<file path="config.mk">
export PLATFORM = sky130hd
export DESIGN_NAME = core_op_arbiter
export DESIGN_NICKNAME = d
export VERILOG_FILES = /design/src/rtl/core_op_arbiter.sv
export SDC_FILE = /design/constraint.sdc
export NUM_CORES = 1
export LEC_CHECK = 0
export ABC_AREA = 1
export BUFFER_PORTS_ARGS = -buffer_cell sky130_fd_sc_hd__buf_2
export CORE_ASPECT_RATIO = 0.75
export CORE_MARGIN = 5
export CORE_UTILIZATION = 49
export DETAILED_ROUTE_END_ITERATION = 10
export PLACE_DENSITY = 0.81
export SKIP_CTS_REPAIR_TIMING = 1
export SLEW_MARGIN = 25
export SYNTH_ARGS = -nofsm -noshare
export SYNTH_HDL_FRONTEND = slang
export SYNTH_SLANG_ARGS = --single-unit
</file>
<file path="constraint.sdc">
create_clock -name clk_i -period 2.2 [get_ports clk_i]
set_input_delay 0.22 -clock clk_i [delete_from_list [all_inputs] [get_ports clk_i]]
set_output_delay 0.22 -clock clk_i [all_outputs]
set_load 0.05 [all_outputs]
</file>
<file path="src/rtl/core_op_arbiter.sv">
// Round-robin issue arbiter for a shared core_op datapath: reserves the result slot
// of every accepted op so mixed-latency results never collide, and serialises the FMADD accumulator.
module core_op_arbiter #(
    parameter int NUM_REQ     = 4,
    parameter int ID_BITS     = 2,
    parameter int OP_BITS     = 3,
    parameter int ADD_SUB_LAT = 1,
    parameter int MUL_LAT     = 1,
    parameter int DIV_LAT     = 3,
    parameter int FMA_LAT     = 2
) (
    input  logic                       clk_i,
    input  logic                       rst_i,
    input  logic [NUM_REQ-1:0]         req_valid_i,
    input  logic [NUM_REQ*OP_BITS-1:0] req_op_i,
    input  logic [NUM_REQ-1:0]         req_last_i,
    output logic [NUM_REQ-1:0]         req_ready_o,
    output logic                       issue_valid_o,
    output logic [OP_BITS-1:0]         issue_op_o,
    output logic [ID_BITS-1:0]         issue_sel_o,
    output logic                       res_valid_o,
    output logic [ID_BITS-1:0]         res_id_o,
    output logic                       fma_locked_o,
    output logic [ID_BITS-1:0]         fma_owner_o
);

    localparam int MAX_AM  = (ADD_SUB_LAT > MUL_LAT) ? ADD_SUB_LAT : MUL_LAT;
    localparam int MAX_DF  = (DIV_LAT > FMA_LAT) ? DIV_LAT : FMA_LAT;
    localparam int MAX_LAT = (MAX_AM > MAX_DF) ? MAX_AM : MAX_DF;
    localparam int LAT_W   = $clog2(MAX_LAT + 1);

    localparam logic [OP_BITS-1:0] OP_ADD = OP_BITS'(0);
    localparam logic [OP_BITS-1:0] OP_SUB = OP_BITS'(1);
    localparam logic [OP_BITS-1:0] OP_MUL = OP_BITS'(2);
    localparam logic [OP_BITS-1:0] OP_DIV = OP_BITS'(3);
    localparam logic [OP_BITS-1:0] OP_FMA = OP_BITS'(4);

    function automatic logic [LAT_W-1:0] lat_of(input logic [OP_BITS-1:0] op);
        case (op)
            OP_ADD, OP_SUB: lat_of = LAT_W'(ADD_SUB_LAT);
            OP_MUL:         lat_of = LAT_W'(MUL_LAT);
            OP_DIV:         lat_of = LAT_W'(DIV_LAT);
            OP_FMA:         lat_of = LAT_W'(FMA_LAT);
            default:        lat_of = '0;
        endcase
    endfunction

    function automatic logic op_legal(input logic [OP_BITS-1:0] op);
        op_legal = (op == OP_ADD) || (op == OP_SUB) || (op == OP_MUL) ||
                   (op == OP_DIV) || (op == OP_FMA);
    endfunction

    logic [MAX_LAT:0]              pipe_vld_q, pipe_vld_d, shift_vld;
    logic [MAX_LAT:0][ID_BITS-1:0] pipe_id_q, pipe_id_d, shift_id;
    logic [ID_BITS-1:0]            rr_q, rr_d;
    logic                          fma_locked_q, fma_locked_d;
    logic [ID_BITS-1:0]            fma_owner_q, fma_owner_d;
    logic                          issue_valid_q, issue_valid_d;
    logic [OP_BITS-1:0]            issue_op_q, issue_op_d;
    logic [ID_BITS-1:0]            issue_sel_q, issue_sel_d;

    logic [OP_BITS-1:0]            op_k  [NUM_REQ];
    logic [LAT_W-1:0]              lat_k [NUM_REQ];
    logic [NUM_REQ-1:0]            is_fma;
    logic [NUM_REQ-1:0]            elig;
    logic                          grant_vld;
    logic [ID_BITS-1:0]            grant_id;

    // Eligibility is judged against the post-shift pipe, so a slot draining this edge is reusable.
    for (genvar gi = 0; gi <= MAX_LAT; gi++) begin : g_shift
        if (gi < MAX_LAT) begin : g_mid
            assign shift_vld[gi] = pipe_vld_q[gi+1];
            assign shift_id[gi]  = pipe_id_q[gi+1];
        end else begin : g_top
            assign shift_vld[gi] = 1'b0;
            assign shift_id[gi]  = '0;
        end
    end

    for (genvar gi = 0; gi < NUM_REQ; gi++) begin : g_req
        assign op_k[gi]   = req_op_i[gi*OP_BITS +: OP_BITS];
        assign lat_k[gi]  = lat_of(op_k[gi]);
        assign is_fma[gi] = (op_k[gi] == OP_FMA);
        assign elig[gi]   = req_valid_i[gi] && op_legal(op_k[gi]) && !shift_vld[lat_k[gi]] &&
                            (!is_fma[gi] || !fma_locked_q || (fma_owner_q == ID_BITS'(gi)));
    end

    always_comb begin : arb
        logic [ID_BITS-1:0] idx_id;
        int                 idx;
        grant_vld = 1'b0;
        grant_id  = '0;
        idx       = 0;
        idx_id    = '0;
        for (int off = 0; off < NUM_REQ; off++) begin
            idx = int'(rr_q) + off;
            if (idx >= NUM_REQ) begin
                idx = idx - NUM_REQ;
            end
            idx_id = ID_BITS'(idx);
            if (!grant_vld && elig[idx_id]) begin
                grant_vld = 1'b1;
                grant_id  = idx_id;
            end
        end
    end

    always_comb begin
        req_ready_o   = '0;
        rr_d          = rr_q;
        pipe_vld_d    = shift_vld;
        pipe_id_d     = shift_id;
        fma_locked_d  = fma_locked_q;
        fma_owner_d   = fma_owner_q;
        issue_valid_d = grant_vld;
        issue_op_d    = '0;
        issue_sel_d   = '0;
        if (grant_vld) begin
            req_ready_o = rst_i ? (NUM_REQ'(1) << grant_id) : '0;
            rr_d        = (grant_id == ID_BITS'(NUM_REQ - 1)) ? '0 : grant_id + 1'b1;
            pipe_vld_d[lat_k[grant_id]] = 1'b1;
            pipe_id_d[lat_k[grant_id]]  = grant_id;
            issue_op_d  = op_k[grant_id];
            issue_sel_d = grant_id;
            if (is_fma[grant_id]) begin
                if (req_last_i[grant_id]) begin
                    fma_locked_d = 1'b0;
                end else begin
                    fma_locked_d = 1'b1;
                    fma_owner_d  = grant_id;
                end
            end
        end
    end

    always_ff @(posedge clk_i or negedge rst_i) begin
        if (!rst_i) begin
            pipe_vld_q    <= '0;
            pipe_id_q     <= '0;
            rr_q          <= '0;
            fma_locked_q  <= 1'b0;
            fma_owner_q   <= '0;
            issue_valid_q <= 1'b0;
            issue_op_q    <= '0;
            issue_sel_q   <= '0;
        end else begin
            pipe_vld_q    <= pipe_vld_d;
            pipe_id_q     <= pipe_id_d;
            rr_q          <= rr_d;
            fma_locked_q  <= fma_locked_d;
            fma_owner_q   <= fma_owner_d;
            issue_valid_q <= issue_valid_d;
            issue_op_q    <= issue_op_d;
            issue_sel_q   <= issue_sel_d;
        end
    end

    assign issue_valid_o = issue_valid_q;
    assign issue_op_o    = issue_op_q;
    assign issue_sel_o   = issue_sel_q;
    assign res_valid_o   = pipe_vld_q[0];
    assign res_id_o      = pipe_id_q[0];
    assign fma_locked_o  = fma_locked_q;
    assign fma_owner_o   = fma_owner_q;

endmodule

</file>
== Word-level counts from Yosys, hierarchy flattened ==
Index checks and enable logic that the tools add are counted.
Operators by class
  reductions and logical operators: 63
  muxes and demuxes: 55
  add/subtract/negate cells: 8
  order comparisons: 16
  shifts and indexed selects: 1
  equal/unequal tests: 20
  bitwise logic cells: 3
Operators with widths (count)
  $lt A2 B3 Y1 const B: 10
  $mux W2: 13
  $eq A3 B2 Y1 const B: 8
  $logic_or A1 B1 Y1: 24
  $pmux W2 S3: 4
  $bmux W1 S2: 10
  $logic_and A1 B1 Y1: 16
  $mux W1: 16
  $eq A3 B1 Y1 const B: 4
  $eq A3 B3 Y1 const B: 4
  $ge A3 B3 Y1 const B: 4
  $logic_not A1 Y1: 12
  $logic_not A3 Y1: 4
  $mux W4: 3
  $reduce_or A3 Y1: 4
  $mux W3: 3
  $bwmux W8: 1
  $mux W8: 1
  $sub A2 B1 Y2 const B: 4
  $add A2 B2 Y3 const B: 2
  $bmux W3 S2: 1
  $eq A2 B2 Y1 const B: 3
  $bmux W2 S2: 1
  $demux W2 S2: 1
  other kinds (13): 13
Word-level totals
  output and inout port bits: 16
  register bits after elaboration: 23
  bits of input ports: 22
  word-level logic and storage cells: 177

== Logic depth before layout (Yosys ltp) ==
Gate-level depths: netlist of the first run.
  word-level depth: 30
  depth in mapped cells: 21
  mapped depth without buffers: 20

== Worst setup path before layout of the first run ==
No wires, ideal clock.
  kind: reg2out
  start point: reg fma_owner_q[1] (netlist: fma_owner_o[1])
  end point: out req_ready_o[2]
  data required time: 1.980 ns
  data arrival time: 2.784 ns
  path buffers: 2
  setup slack: -0.804 ns
  cell stages (with the launch flop): 16
  cell sequence: dfrtp_1 > inv_1 > nand2_1 > nand2_1 > nand3_1 > nand2_1 > nand3_2 > nand2_4 > o21ai_4 > nand3_2 > nand3_4 > buf_6 > buf_6 > ha_1 > nand2_1 > nor2_1
On the way
  cells in the longest elaborated chain, start to end: 18
  elaborated cells on any way between the ends: 37
  classes of those cells: eq/ne (3); shift (1); mux (18); reduce/logical (15)
Ends and longest elaborated chain
  start, declared: line 57  | logic [ID_BITS-1:0] fma_owner_q, fma_owner_d;
  start signal, assigned: line 151  | fma_owner_q <= fma_owner_d;
  $eq A2 B1 Y1 (tied with other cells): line 85  | (!is_fma[gi] || !fma_locked_q || (fma_owner_q == ID_BITS'(gi)));
  $logic_or A1 B1 Y1: line 85
  $logic_and A1 B1 Y1: line 84  | assign elig[gi] = req_valid_i[gi] && op_legal(op_k[gi]) && !shift_vld[lat_k[gi]] &&
  $bmux W1 S2: line 101  | if (!grant_vld && elig[idx_id]) begin
  $mux W1 (not written as such): line 101
  $mux W1: line 101
  $logic_not A1 Y1: line 101
  $logic_and A1 B1 Y1: line 101
  (+2 left out)
  $logic_and A1 B1 Y1: line 101
  $mux W1: line 101
  $logic_not A1 Y1: line 101
  $logic_and A1 B1 Y1: line 101
  $mux W2: line 101
  $shl A1 B2 Y4: line 119  | req_ready_o = rst_i ? (NUM_REQ'(1) << grant_id) : '0;
  $mux W4: line 119
  $mux W4 *: line 118  | if (grant_vld) begin
  end, declared: line 17  | output logic [NUM_REQ-1:0] req_ready_o,
Mark *: on every way between the ends. The rest lies on a longest branch, timed or not. The select of a mux whose other input is x is not followed.

== Final worst setup path of the first run ==
  start point: reg fma_owner_q[0] (netlist: fma_owner_o[0])
  end point: out req_ready_o[3]
On the way
  cells in the longest elaborated chain, start to end: 18
  elaborated cells on any way between the ends: 37
  classes of those cells: eq/ne (3); shift (1); mux (18); reduce/logical (15)
Ends and longest elaborated chain
  $eq A2 B1 Y1 (tied with other cells): line 85
  $logic_or A1 B1 Y1: line 85
  $logic_and A1 B1 Y1: line 84
  $bmux W1 S2: line 101
  $mux W1 (not written as such): line 101
  $mux W1: line 101
  $logic_not A1 Y1: line 101
  $logic_and A1 B1 Y1: line 101
  (+3 left out)
  $mux W1: line 101
  $logic_not A1 Y1: line 101
  $logic_and A1 B1 Y1: line 101
  $mux W2 *: line 101
  via grant_id[1]: line 67  | logic [ID_BITS-1:0] grant_id;
  $shl A1 B2 Y4 *: line 119
  $mux W4 *: line 119
  $mux W4 *: line 118
Mark *: on every way through the listed nets, which the timed path passes. The rest lies on a longest branch. The select of a mux whose other input is x is not followed.

==> metrics.txt, run 1 <==
outcome finished, violations left; failing checks negative setup slack; met1 Track Usage GR 0.262; largest family of logic cells by synthesized area simple AND/OR/NAND/NOR gates; EDFF count, synth 0; mux cell area share after synthesis 0; pin count of the biggest net entering global routing 21; total clock sinks 23; synth warn 0; Critical Path Slowest Stage Cell dfrtp_2; clk_skew 0.00417 ns; first-pass GRT wire length 7.45 mm; worst flop-to-flop path startpoint fma_owner_o[0]$_DFFE_PN0P_; # nets final 337; port bufs 37; post-route ant nets 0; mapped cell area 1690 um2; Final Hold Vio Count 0; crit path DAT 2.47 ns; Reg clk slew, reported paths 0.09 ns; initial antenna violation count 0; CORE AREA 3310 um2; met2 Usage GRT 0.345; Syn Area/Cell 7.27 um2; worst skew pair latency 0.27 ns; Synth area leader dfrtp_1; Num CTS Buffers 3; FF-to-FF End pipe_vld_q[3]$_DFF_PN0_; H-tree depth 1; Worst setup EP type primary output; DR pass1 iterations 5; grt met3 use 0.0460; grt peak-use layer met2; Initial Utilization 0.512; Synth Register Bits 23; most frequent cells in the layout 51 x nand2_1, 38 x buf_4, 33 x buf_2, 21 x nand3_1; worst reg2reg path depth 16; Mapped Cells 233; Die Y 60.9 um; Filler Cell Count 227; Yosys cell types 27; most common cell after layout, fill and taps aside nand2_1; Inserted Diodes 0; Worst Hold Class input pin to asynchronous set/reset pin; total die area 4750 um2; startpoint types register; Die Width 77.9 um; FFs w/ async S/R, synth 1.00; DP HPWL 3.74 mm; Worst path top cell family by delay simple AND/OR/NAND/NOR gates; Post-Syn Nets 259; CP Max Fanout 6; Levels on crit path 13; Worst path max stage delay 0.46 ns; Synth Area in Compound Gates 0.104; Setup crit end req_ready_o[3]; register area share after synthesis 0.340; Synth Area in Simple Gates 0.417; WL final 5.44 mm; Critical Path Source fma_owner_o[0]$_DFFE_PN0P_; crit path time final 2.69 ns; area grow syn2layout 54.8%; Synth area leaders dfrtp_1 34%, nand2_1 16%, nand3_1 8.9%, nand3_2 4.1%, inv_1 3.8%; RSZ-0062 raised after global routing true; Synth Area in XOR/XNOR 0.00960; final setup vio count 20; DR vias/cell 5.37; area share of fa/ha/maj cells after synthesis 0.0295; slack of the critical path -0.485 ns; most common flop cell mapped by yosys dfrtp_1; dpl ws -0.239 ns; share of cells above drive strength 1 0.548; vias in the first global route 1661; WS Path Type register to primary output; Min Hold Slack 0.0780 ns; Slew HR 0.782; clk buf depth 2; CTS Root Buffer Type clkbuf_8; 1st-iter DRT viols 107; Overflow after GRT 0; DR vias 1879; worst slew pin tran 0.325 ns; top-area cell type share of the netlist area 0.340; r2r setup slk -0.29 ns; Final Cycle Share 1.22; IO Pins 38; Cell Chain, Critical Path nand2_1 > nand2_2 > nand3_2 > nand2_2 > nand3_2 > nand2_4 > o21ai_4 > nand3_2 > o21ai_4 > ha_2 > nand2_2 > nor2_4 > buf_6; gr usage total 0.198; CP Buf/Inv Count 1; DRC errors left 0; DR WL/cell 15.5 um; CTS tree built; fmax 372 MHz; standard-cell rows 18; Worst Path Required 1.98 ns; max-slew violations 0; gpl congestion 0.940; max cap viols 0
==> how the worst min path moves through the flow <==
stage	depth (start not counted)	from	to	slack, ns
after global placement	1	rst_i	rr_q[0]$_DFFE_PN0N_	0.09
after global routing	2	rst_i	pipe_id_q[3]$_DFF_PN0_	0.09
final	2	rst_i	pipe_id_q[6]$_DFF_PN0_	0.08
after detailed placement	1	rst_i	issue_sel_o[1]$_DFF_PN0_	0.09
after CTS	1	rst_i	issue_sel_o[1]$_DFF_PN0_	-0.20
after floorplan	0	rst_i	fma_locked_o$_DFFE_PN0P_	-0.08
==> cell families (layout without fill, tap and decap cells) <==
logic type | Yosys count | after routing
AND/OR/NAND/NOR | 141 | 141
buffers and inverters | 38 | 115
AO/OA/AOI/OAI | 26 | 26
flip-flops | 23 | 23
adder cells (fa/ha/maj) | 4 | 4
XOR/XNOR | 1 | 1
==> layout make-up <==
class	count	area, um2	share of cell area
repair buffers	83	596	0.227
clock inverters	1	5.00	0.00191
flip-flops and latches	23	579	0.221
inverters	28	111	0.0425
multi-input cells	172	1240	0.473
well taps	40	50.0	0.0191
clock buffers	3	41.3	0.0157
==> routing by layer <==
metal	routed length, um	up-vias
li1	-	909
met1	2180	889
met2	2750	75
met3	429	6
met4	77	0
met5	0	-
==> sequential cells by signal (all words and copies together) (netlist names) <==
register       count
fma_locked_o       1
fma_owner_o        2
issue_op_o         3
issue_sel_o        2
issue_valid_o      1
pipe_id_q          6
pipe_vld_q         4
res_id_o           2
rr_q               2
==> stage by stage <==
step	cell area (um2)	util	setup TNS, ns	instances
after CTS	2280	0.687	-4.66	342
final	2620	0.792	-4.79	350
after floorplan	1780	-	-1.49	233
after global routing	2620	0.792	-8.57	350
after global placement	2230	0.673	-1.77	338
after detailed placement	2230	0.673	-2.46	338
==> worst reg2reg max path: cells and delay by family, from the launching register on <==
kind	cells	cell delay [ns]
buffers and inverters	3	0.46
AO/OA/AOI/OAI	3	0.58
AND/OR/NAND/NOR	10	0.91
flip-flops	1	0.46
==> synthesized netlist by cell type (3+ instances only) <==
library cell / number
inv_2: 10
nand4_1: 7
inv_1: 17
nand3_1: 30
a21oi_1: 7
o21ai_1: 8
nand2_1: 71
nand3_2: 7
dfrtp_1: 23
o21ai_0: 6
nor2_1: 11
nand2_2: 10
clkbuf_1: 3
ha_1: 4
buf_2: 3
Power of run 1 is left out: the tool's default activity adds up to more than one toggle a clock period on the data nets, which glitch-free logic cannot reach.
==> run 2, diff against run 1 <==
- CELL_PAD_IN_SITES_DETAIL_PLACEMENT: default -> 1
- CELL_PAD_IN_SITES_GLOBAL_PLACEMENT: default -> 1
- CORE_UTILIZATION: 49 -> 35
==> run 2 against run 1 <==
Net effect: the flow still finishes with violations (negative setup slack); critical path depth grew 2; sequential share of layout area shrank 0.35 points; worst setup slack lost 0.067 ns; global-route usage shrank 1.7 points; clock skew grew 0.0043 ns; cell area grew 2.1%; count of clock-buffer cells in the layout is the same; maximum frequency shrank 2.4%; first-iteration DRC count grew 27%; wire length grew 33%; register-to-register slack lost 0.12 ns.
==> metrics.txt, run 2 (synthesis gave the netlist of run 1 again) <==
FF-to-FF End fma_owner_o[1]$_DFFE_PN0P_; worst reg2reg path depth 20; Biggest register pipe_id_q; outcome finished, violations left; Reg clk slew, reported paths 0.10 ns; grt peak-use layer met2; Num CTS Buffers 3; initial antenna violation count 0; gpl congestion 0.855; Setup crit end req_ready_o[0]; Critical Path Source fma_owner_o[0]$_DFFE_PN0P_; final setup vio count 20; DR pass1 iterations 4; fmax 363 MHz; WS Path Type register to primary output; most common cell after layout, fill and taps aside nand2_1; DR WL/cell 19.5 um; most frequent cells in the layout 57 x nand2_1, 46 x buf_4, 33 x buf_2, 20 x nand2_2; 1st-iter DRT viols 136; CTS Root Buffer Type clkbuf_8; Worst Hold Class input pin to asynchronous set/reset pin; CTS tree built; Slew HR 0.817; dpl ws -0.379 ns; WL final 7.24 mm; vias in the first global route 1973; # nets final 342; r2r setup slk -0.41 ns; pin count of the biggest net entering global routing 20; max-slew violations 0; DP HPWL 4.65 mm; CORE AREA 4570 um2; Die Width 90.3 um; Final Cycle Share 1.25; RSZ-0062 raised after global routing true; clk_skew 0.00845 ns; slack of the critical path -0.552 ns; startpoint types register; met2 Usage GRT 0.320; DRC errors left 0; IO Pins 38; worst slew pin tran 0.273 ns; Final Hold Vio Count 0; Die Y 70.3 um; failing checks negative setup slack; Worst setup EP type primary output; Overflow after GRT 0; total clock sinks 23; H-tree depth 1; area grow syn2layout 58.0%; port bufs 37; first-pass GRT wire length 9.47 mm; max cap viols 0; max reg flops 6; Worst Path Required 1.98 ns; gr usage total 0.180; DR vias/cell 5.32; crit path DAT 2.53 ns; post-route ant nets 0; Initial Utilization 0.371; Inserted Diodes 0; crit path time final 2.75 ns; grt met3 use 0.0461; worst flop-to-flop path startpoint fma_owner_o[1]$_DFFE_PN0P_; standard-cell rows 21; DR vias 1980; total die area 6350 um2; clk buf depth 2; CP Max Fanout 6; met1 Track Usage GR 0.230; share of cells above drive strength 1 0.565; worst skew pair latency 0.27 ns
run 2: cell count changes in the layout (fill, tap and decap cells not counted), sizes merged:
| cell | delta |
|---|---|
| buf | +5 |
run 2: critical path, stage by stage, from the launching register on:
cell and delay [ns]:
dfrtp_2 0.45, nand2_1 0.09, nand2_2 0.08, nand3_2 0.09, nand2_2 0.08, nand3_2 0.10
nand2_4 0.08, o21ai_4 0.25, buf_6 0.16, nand4_4 0.13, nand3_4 0.17, buf_12 0.14
ha_4 0.11, nand2_2 0.05, nor2_4 0.09, buf_8 0.15
run 2: through the flow:
stage / cell area (um2) / utilization / instances / TNS (ns) / hold WS [ns]
2_1_floorplan: 1780 / - / 233 / -1.49 / -0.0756
3_3_place_gp: 2290 / 0.502 / 359 / -3.29 / 0.0800
3_5_place_dp: 2290 / 0.502 / 359 / -5.60 / 0.0867
4_1_cts: 2340 / 0.512 / 363 / -6.86 / -0.216
5_1_grt: 2680 / 0.585 / 372 / -9.59 / 0.0572
6_report: 2680 / 0.585 / 372 / -7.43 / 0.0160
run 2: layer usage:
layer / share of wire / up-vias
li1: - / 919
met5: 0 / -
met3: 0.069 / 21
met2: 0.50 / 89
met1: 0.40 / 951
met4: 0.028 / 0
run 2: area by class of cell:
class,instances,area (um2)
clock buffers,3,41.3
clock inverters,1,5.00
fillers,570,1900
inverters,28,114
multi-input cells,172,1220
flip-flops and latches,23,582
well taps,57,71.3
repair buffers,88,638
run 2: worst min path at each step:
stage / cells past startpoint / end
3_5_place_dp: 1 / issue_valid_o$_DFF_PN0_
2_1_floorplan: 0 / fma_locked_o$_DFFE_PN0P_
3_3_place_gp: 1 / issue_valid_o$_DFF_PN0_
4_1_cts: 1 / issue_valid_o$_DFF_PN0_
6_report: 2 / pipe_vld_q[3]$_DFF_PN0_
5_1_grt: 2 / pipe_vld_q[3]$_DFF_PN0_
Power of run 2 is left out for the same reason.
==> run 3, diff against run 2 <==
- CORE_UTILIZATION: 35 -> 36
- CTS_BUF_LIST: default -> sky130_fd_sc_hd__clkbuf_4 sky130_fd_sc_hd__clkbuf_8
- CTS_CLUSTER_SIZE: default -> 24
- PLACE_DENSITY: 0.81 -> 0.83
==> run 3 against run 2 <==
Net effect: the flow still finishes with violations (negative setup slack); critical path type unchanged; global-route usage up 0.80 points; hold slack improved by 0.023 ns; worst setup slack worse by 0.039 ns; critical path depth fell by 1; highest routed layer unchanged; utilization up 2.2 points; flip-flop and latch count unchanged; maximum frequency decreased by 1.4%.
==> metrics.txt, run 3 (synthesis gave the netlist of run 1 again) <==
max cap viols 0; Min Hold Slack 0.0392 ns; RSZ-0062 raised after global routing true; slack of the critical path -0.591 ns; Worst setup EP type primary output; Initial Utilization 0.375; max-slew violations 0; DR pass1 iterations 4; crit path DAT 2.57 ns; clk_skew 0.00314 ns; FF-to-FF End issue_op_o[1]$_DFF_PN0_; worst reg2reg path depth 15; Slew HR 0.782; Die Y 69.4 um; gpl congestion 0.878; worst flop-to-flop path startpoint fma_owner_o[0]$_DFFE_PN0P_; failing checks negative setup slack; total clock sinks 23; Num CTS Buffers 3; crit path time final 2.79 ns; initial antenna violation count 0; CP Max Fanout 6; total die area 6190 um2; most common cell after layout, fill and taps aside nand2_1; Final Hold Vio Count 0; most frequent cells in the layout 51 x nand2_1, 41 x buf_4, 33 x buf_2, 22 x nand2_2, 19 x dfrtp_1; WS Path Type register to primary output; clk buf depth 2; final setup vio count 20; share of cells above drive strength 1 0.592; CTS tree built; area grow syn2layout 62.0%; pin count of the biggest net entering global routing 21; multi-input logic area 1240 um2; worst skew pair latency 0.28 ns; outcome finished, violations left; DR WL/cell 20.8 um; H-tree depth 1; vias in the first global route 1810; gr usage total 0.188; Worst path max stage delay 0.43 ns; standard-cell rows 21; DP HPWL 4.58 mm; WL final 7.79 mm; startpoint types register; most frequent CP cell nand2_1; first-pass GRT wire length 9.12 mm; IO Pins 38; # nets final 343; Filler Cell Count 563; CTS Root Buffer Type clkbuf_8; Worst Path Required 1.98 ns; dpl ws -0.322 ns; final non-filler cell total 374; Critical Path Slowest Stage Cell dfrtp_2; Critical Path Source fma_owner_o[0]$_DFFE_PN0P_; Cell Chain, Critical Path nand2_1 > nand2_1 > nand4_1 > nand2_2 > nand3_2 > nand3_1 > nand2_1 > nand3_2 > nor2_2 > a21oi_4 > ha_2 > nand2_2 > nor2_4 > buf_8; port bufs 37; FF/Latch Area 581 um2; Reg clk slew, reported paths 0.09 ns; Die Width 89.2 um; CORE AREA 4520 um2; DRC errors left 0; DR vias 2054; placed cells 360; Worst Hold Class input pin to asynchronous set/reset pin; 1st-iter DRT viols 190; fmax 358 MHz; post-route ant nets 0; DR vias/cell 5.49; Biggest register pipe_id_q; r2r setup slk -0.41 ns; max reg flops 6; Final Cycle Share 1.27; Overflow after GRT 0; post-route core utilization 0.607; worst slew pin tran 0.327 ns
-- run 3: critical path, delay by kind of cell, from the launching register on --
kind,cells,cell delay (ns)
and+or+nand+nor,11,1.29
DFF,1,0.43
buffers and inverters,1,0.15
adders and majority gates,1,0.22
AOI/OAI and AO/OA,1,0.20
-- run 3: how the worst max path moves through the flow --
stage / end / cells after the start
finish: req_ready_o[1] / 14
detailed placement: req_ready_o[1] / 12
global route: req_ready_o[1] / 14
floorplan: req_ready_o[3] / 16
global placement: req_ready_o[1] / 12
CTS: req_ready_o[1] / 12
-- run 3: layer usage --
metal / vias up / routed length, um / global-route usage
li1: 922 / - / -
met1: 1014 / 3110 / 0.276
met2: 93 / 3840 / 0.286
met3: 25 / 541 / 0.0380
met4: 0 / 303 / 0.0331
met5: - / 0 / 0
-- run 3: final cells by class --
type                    count  area share
diodes                      1    0.000912
clock buffers               3      0.0150
multi-input cells         172       0.452
repair buffers             89       0.252
clock inverters             1     0.00182
inverters                  28      0.0406
well taps                  57      0.0260
flip-flops and latches     23       0.212
-- run 3: metrics by stage --
step / cell area, um2 / TNS (ns)
floorplan: 1780 / -1.49
global placement: 2290 / -3.28
detailed placement: 2290 / -4.58
CTS: 2330 / -6.34
global route: 2740 / -9.86
finish: 2740 / -7.39
Power of run 3 is left out for the same reason.
